--- src/rtl/clock_rate_detector.sv ---
// Measures the period of a slow square-wave input in CLOCK_50 cycles, classifies its rate and
// flags lock / loss-of-signal. Define CLOCK_RATE_DETECTOR_DUTY_EN to also measure the high time.
module clock_rate_detector #(
    parameter int unsigned CLK_HZ      = 50000000,
    parameter int unsigned TOL_CYC     = 500000,
    parameter int unsigned TIMEOUT_CYC = 250000000
) (
    input  logic        CLOCK_50,
    input  logic        reset,
    input  logic        clk_in,
    input  logic        clear,
    output logic [27:0] period_cyc,
    output logic [27:0] high_cyc,
    output logic        period_valid,
    output logic [2:0]  rate_code,
    output logic        locked,
    output logic        timeout
);

    localparam logic [27:0]        TMO  = 28'(TIMEOUT_CYC);
    localparam logic signed [28:0] TOL  = 29'(TOL_CYC);
    localparam logic signed [28:0] P2   = 29'(CLK_HZ / 2);
    localparam logic signed [28:0] P1   = 29'(CLK_HZ);
    localparam logic signed [28:0] P05  = 29'(2 * CLK_HZ);
    localparam logic signed [28:0] P025 = 29'(4 * CLK_HZ);

    typedef enum logic [1:0] {StIdle, StMeasure, StLos} state_e;

    state_e      state_q, state_d;
    logic [2:0]  sync_q, sync_d;
    logic        edg, fedg;
    logic [27:0] cnt_q, cnt_d;
    logic [27:0] period_q, period_d;
    logic [2:0]  code_q, code_d;
    logic        pv_q, pv_d;
    logic        locked_q, locked_d;
    logic        tmo_q, tmo_d;
    logic [2:0]  new_code;

    function automatic logic near(input logic [27:0] c, input logic signed [28:0] p);
        logic signed [28:0] d;
        d = $signed({1'b0, c}) - p;
        if (d < 0) d = -d;
        return d <= TOL;
    endfunction

    // sync_q[1] is the synchronized input, sync_q[2] its delayed copy for edge detect
    assign edg  = sync_q[1] & ~sync_q[2];
    assign fedg = ~sync_q[1] & sync_q[2];

    always_comb begin
        new_code = 3'd0;
        if (near(cnt_q, P025))     new_code = 3'd1;
        else if (near(cnt_q, P05)) new_code = 3'd2;
        else if (near(cnt_q, P1))  new_code = 3'd3;
        else if (near(cnt_q, P2))  new_code = 3'd4;
    end

    always_comb begin
        sync_d   = {sync_q[1:0], clk_in};
        state_d  = state_q;
        period_d = period_q;
        code_d   = code_q;
        pv_d     = 1'b0;
        locked_d = locked_q;
        tmo_d    = tmo_q;

        if (edg)               cnt_d = 28'd1;
        else if (cnt_q == TMO) cnt_d = cnt_q;
        else                   cnt_d = cnt_q + 28'd1;

        case (state_q)
            StIdle, StMeasure: begin
                if (edg) begin
                    state_d = StMeasure;
                    if (state_q == StMeasure) begin
                        period_d = cnt_q;
                        pv_d     = 1'b1;
                        code_d   = new_code;
                        locked_d = (new_code == code_q) && (new_code != 3'd0);
                    end
                end else if (cnt_q == TMO) begin
                    state_d  = StLos;
                    tmo_d    = 1'b1;
                    code_d   = 3'd7;
                    locked_d = 1'b0;
                end
            end
            StLos: begin
                if (edg) begin
                    state_d = StMeasure;
                    tmo_d   = 1'b0;
                end
            end
            default: state_d = StIdle;
        endcase

        if (clear) begin
            sync_d   = 3'd0;
            state_d  = StIdle;
            cnt_d    = 28'd0;
            period_d = 28'd0;
            code_d   = 3'd0;
            pv_d     = 1'b0;
            locked_d = 1'b0;
            tmo_d    = 1'b0;
        end
    end

    always_ff @(posedge CLOCK_50 or posedge reset) begin
        if (reset) begin
            sync_q   <= 3'd0;
            state_q  <= StIdle;
            cnt_q    <= 28'd0;
            period_q <= 28'd0;
            code_q   <= 3'd0;
            pv_q     <= 1'b0;
            locked_q <= 1'b0;
            tmo_q    <= 1'b0;
        end else begin
            sync_q   <= sync_d;
            state_q  <= state_d;
            cnt_q    <= cnt_d;
            period_q <= period_d;
            code_q   <= code_d;
            pv_q     <= pv_d;
            locked_q <= locked_d;
            tmo_q    <= tmo_d;
        end
    end

    assign period_cyc   = period_q;
    assign period_valid = pv_q;
    assign rate_code    = code_q;
    assign locked       = locked_q;
    assign timeout      = tmo_q;

`ifdef CLOCK_RATE_DETECTOR_DUTY_EN
    logic [27:0] hcnt_q, hcnt_d;
    logic [27:0] high_q, high_d;
    logic        hrun_q, hrun_d;

    always_comb begin
        hcnt_d = hcnt_q;
        hrun_d = hrun_q;
        high_d = high_q;
        if (edg) begin
            hcnt_d = 28'd1;
            hrun_d = 1'b1;
        end else if (fedg) begin
            hrun_d = 1'b0;
        end else if (hrun_q && hcnt_q != TMO) begin
            hcnt_d = hcnt_q + 28'd1;
        end
        // Still running at the closing edge means no fall was seen: high time is the period
        if (pv_d) high_d = hrun_q ? cnt_q : hcnt_q;
        if (clear) begin
            hcnt_d = 28'd0;
            hrun_d = 1'b0;
            high_d = 28'd0;
        end
    end

    always_ff @(posedge CLOCK_50 or posedge reset) begin
        if (reset) begin
            hcnt_q <= 28'd0;
            hrun_q <= 1'b0;
            high_q <= 28'd0;
        end else begin
            hcnt_q <= hcnt_d;
            hrun_q <= hrun_d;
            high_q <= high_d;
        end
    end

    assign high_cyc = high_q;
`else
    assign high_cyc = 28'd0;
`endif

endmodule

--- config.mk ---
export PLATFORM = sky130hd
export DESIGN_NAME = clock_rate_detector
export DESIGN_NICKNAME = d
export VERILOG_FILES = /design/src/rtl/clock_rate_detector.sv
export SDC_FILE = /design/constraint.sdc
export NUM_CORES = 1
export LEC_CHECK = 0
export ABC_AREA = 1
export CORE_ASPECT_RATIO = 2
export CORE_MARGIN = 2
export CORE_UTILIZATION = 40
export CTS_CLUSTER_SIZE = 25
export DETAILED_ROUTE_END_ITERATION = 10
export PLACE_DENSITY = 0.69
export REMOVE_ABC_BUFFERS = 1
export SLEW_MARGIN = 5
export SYNTH_ARGS = -nofsm -noshare
export SYNTH_HDL_FRONTEND = slang
export SYNTH_SLANG_ARGS = --single-unit
--- constraint.sdc ---
create_clock -name CLOCK_50 -period 3 [get_ports CLOCK_50]
set_input_delay 0.6 -clock CLOCK_50 [delete_from_list [all_inputs] [get_ports CLOCK_50]]
set_output_delay 0.6 -clock CLOCK_50 [all_outputs]
set_load 0.01 [all_outputs]
==> results of run 1 <==
==> critical path: stages, from the launching register on <==
cell,delay (ps)
dfrtp_1,410
inv_4,130
ha_4,170
buf_6,120
nand3_2,150
nand2_1,300
inv_1,120
buf_4,150
nand2_1,70
nor2_2,50
nand2_1,50
nand3_1,50
nand2_1,90
nand2_1,90
nor2_1,100
nand3_1,90
nand3_2,120
nand4_1,100
buf_4,180
nand2_1,60
nand2_1,70
nand2_2,70
nand3_1,60
o21bai_1,160
==> cell usage after synthesis, types with 2 or more instances <==
cell type  count  area (µm²)
o21ai_1        6        30.0
nand2_1      577        2170
nor3_1        27         135
buf_1          6        22.5
nand3b_1      12        90.1
or2_2          2        12.5
nor2_4         4        45.0
clkbuf_1      16        60.1
o21ai_0       87         435
inv_1        158         593
nand3_2        6        60.1
o211ai_1       2        15.0
o21ai_2        2        17.5
nor2_2        10        62.6
buf_2         27         135
dfrtp_1       67        1680
nand3_1      217        1090
o21bai_1       2        15.0
nand2_2        6        37.5
nor2_1       206         773
ha_1          21         263
xnor2_1        5        43.8
nor4_1         3        18.8
nand4_1       32         200
xor2_1        42         368
a21oi_1       39         195
clkinv_1       5        18.8
buf_4         36         270
inv_2         13        48.8
==> layout make-up <==
| cell class | count | area [µm²] |
|---|---|---|
| Fill cell | 2205 | 9060 |
| Multi-Input combinational cell | 1349 | 7080 |
| Timing Repair Buffer | 358 | 2910 |
| Sequential cell | 67 | 1690 |
| Inverter | 176 | 679 |
| Tap cell | 276 | 345 |
| Clock buffer | 9 | 225 |
| Clock inverter | 7 | 76.3 |
==> logic make-up after synthesis <==
kind of cell | after synthesis | share of synthesized area, %
compound gates | 146 | 8.61
fa+ha+maj | 21 | 2.92
xor+xnor | 47 | 4.57
flops | 67 | 18.6
simple gates | 1106 | 52.5
other cells | 1 | 0.0417
buf+inv | 261 | 12.8
==> state kept, by name (all words and copies together), names as in the netlist <==
signal / count
sync_q: 3
period_valid: 1
locked: 1
state_q: 2
timeout: 1
cnt_q: 28
rate_code: 3
period_cyc: 28
==> power breakdown <==
group          internal, mW  switching (mW)  total (mW)
Clock                 0.647           0.461        1.11
Sequential            0.932          0.0315       0.964
Combinational         0.175           0.273       0.448
Total                  1.75           0.765        2.52
==> per-layer routing <==
layer  global-route usage (%)  routed length, µm
met1                     31.5              13600
met5                        0                  0
met4                     30.0               4360
met2                     62.1              21600
met3                     3.43               1530
==> stage by stage <==
| step | utilization, % | setup TNS (ps) | area [µm²] | instances | power (mW) |
|---|---|---|---|---|---|
| after global routing | 58.9 | -580 | 13000 | 2242 | 2.62 |
| after floorplan | - | -278 | 8610 | 1591 | 1.18 |
| final | 58.9 | -79.8 | 13000 | 2242 | 2.52 |
| after CTS | 55.4 | -3.03 | 12200 | 2219 | 2.49 |
| after global placement | 52.5 | -636 | 11600 | 2197 | 1.39 |
| after detailed placement | 52.5 | -769 | 11600 | 2197 | 1.39 |
==> worst paths after layout <==
path                           start             end  slack [ps]  cells after the start
max in group asynchronous      reset       cnt_q[12]        1930                      3
setup / recovery            cnt_q[9]          locked         -80                     23
hold reg to reg            sync_q[0]       sync_q[1]         470                      2
setup reg to reg            cnt_q[9]          locked         -80                     23
hold / removal             sync_q[0]       sync_q[1]         470                      2
min in group asynchronous      reset  period_cyc[13]         650                      3
==> what timing repair did <==
action | CTS | global route
endpoints found under the setup margin | 4 | 5
hold endpoints to repair | 0 | 0
cloned | 0 | 1
gates resized for setup | 80 | 173
pin swaps | 12 | 59
setup buffers | 6 | 23
==> impl_metrics.toml, run 1 <==
[pwr]
powerDensity_nw_per_um2 = 194
p_leak_nw = 6.80
ir_drop_mv = 0.384

[routing]
drc = 0
drtPass1Iterations = 5
ant_nets = 0
drt_iter0_drc = 715
post_drt_wl_per_cell_um = 18.3
via_count = 12000
route.final.wire_length_mm = 41.1
viasPerCell = 5.37

[outcome]
violations = "setup timing"
outcome = "complete, but fails checks"

[job]
drv_cap = 0

[global_routing]
grt_use_total_pct = 33.9
antenna_found_initial = 0
grt.overflow.total = 0
grt_pass1_vias = 11600
grt_max_degree = 38
grt_pass1_wl_mm = 60.6

[timing]
rsz0062_at_grt = "yes"
fin_skew_ps = 11.1
maxSlewViolCount = 0
max-slew-margin-rel_pct = 62.6
fin_crit_sh_pct = 103
hold_slack_ps = 469
min_period_ps = 3080
fmax_mhz = 325
worst_pin_slew_ps = 557
hold_viol_final = 0
layout_setup_ws_ps = -79.8
setup_viol = 1

[logic_synthesis]
syn_inst = 1649
synth_seq_area_share_pct = 18.6
ys.flop_type = "dfrtp_1"
synthDistinctLibCells = 42
synth_warnings = 0
netlist_area_um2 = 9000
synth.ff_latch_count = 67
synth_edf_count = 0
syn_area_per_cell_um2 = 5.46
synthArstFlopShare_pct = 100

[clock_tree]
clk_pin_slew_ps = 60
numCtsBuffers = 9
postCtsHoldBufs = 0
cts.sinks = 67
cts_tree = "done"
clk_latency_ps = 360
clockBufferDepth = 2
cts_root_buf = "clkbuf_16"
htreeDepth = 3

[die]
start_util_pct = 40.8
num_rows = 77
fp.dieH_um = 216
die-area_um2 = 23800
num_io_pins = 66
die_x_um = 110
core_area_um2 = 22100

[placement]
place_congestion = 1.00
io_buffers = 37
place_worst_setup_slack_ps = -335
post-dp-hpwl_mm = 32.8

[layout]
diodes = 0
final_common_cell = "nand2_1"
fin_nets = 1986
layout_common_cells = "nand2_1 (529), buf_4 (302), nand3_1 (190), nor2_1 (153), inv_1 (147)"
area_growth_pct = 44.5
drive_gt1_share_pct = 28.6

[worst_hold_path]
hold_class = "reg2reg"

[setup_path]
endpoint_kind = "flop"
cp.arrival_ps = 3350
required_ps = 3270
cp-start-kind = "flop"
crit_fanout = 5
path_class = "reg2reg"
Note: power is estimated with default switching activity, not from simulation.
==> run 2, diff against run 1 <==
--- a/config.mk
+++ b/config.mk
@@ -6,9 +6,11 @@
 export NUM_CORES = 1
 export LEC_CHECK = 0
 export ABC_AREA = 1
+export ABC_CLOCK_PERIOD_IN_PS = 3000
 export CORE_ASPECT_RATIO = 2
 export CORE_MARGIN = 2
 export CORE_UTILIZATION = 40
+export CTS_CLUSTER_DIAMETER = 200
 export CTS_CLUSTER_SIZE = 25
 export DETAILED_ROUTE_END_ITERATION = 10
 export PLACE_DENSITY = 0.69
==> results of run 2 <==
No change in the layout: final DEF, timing and power equal those of run 1.
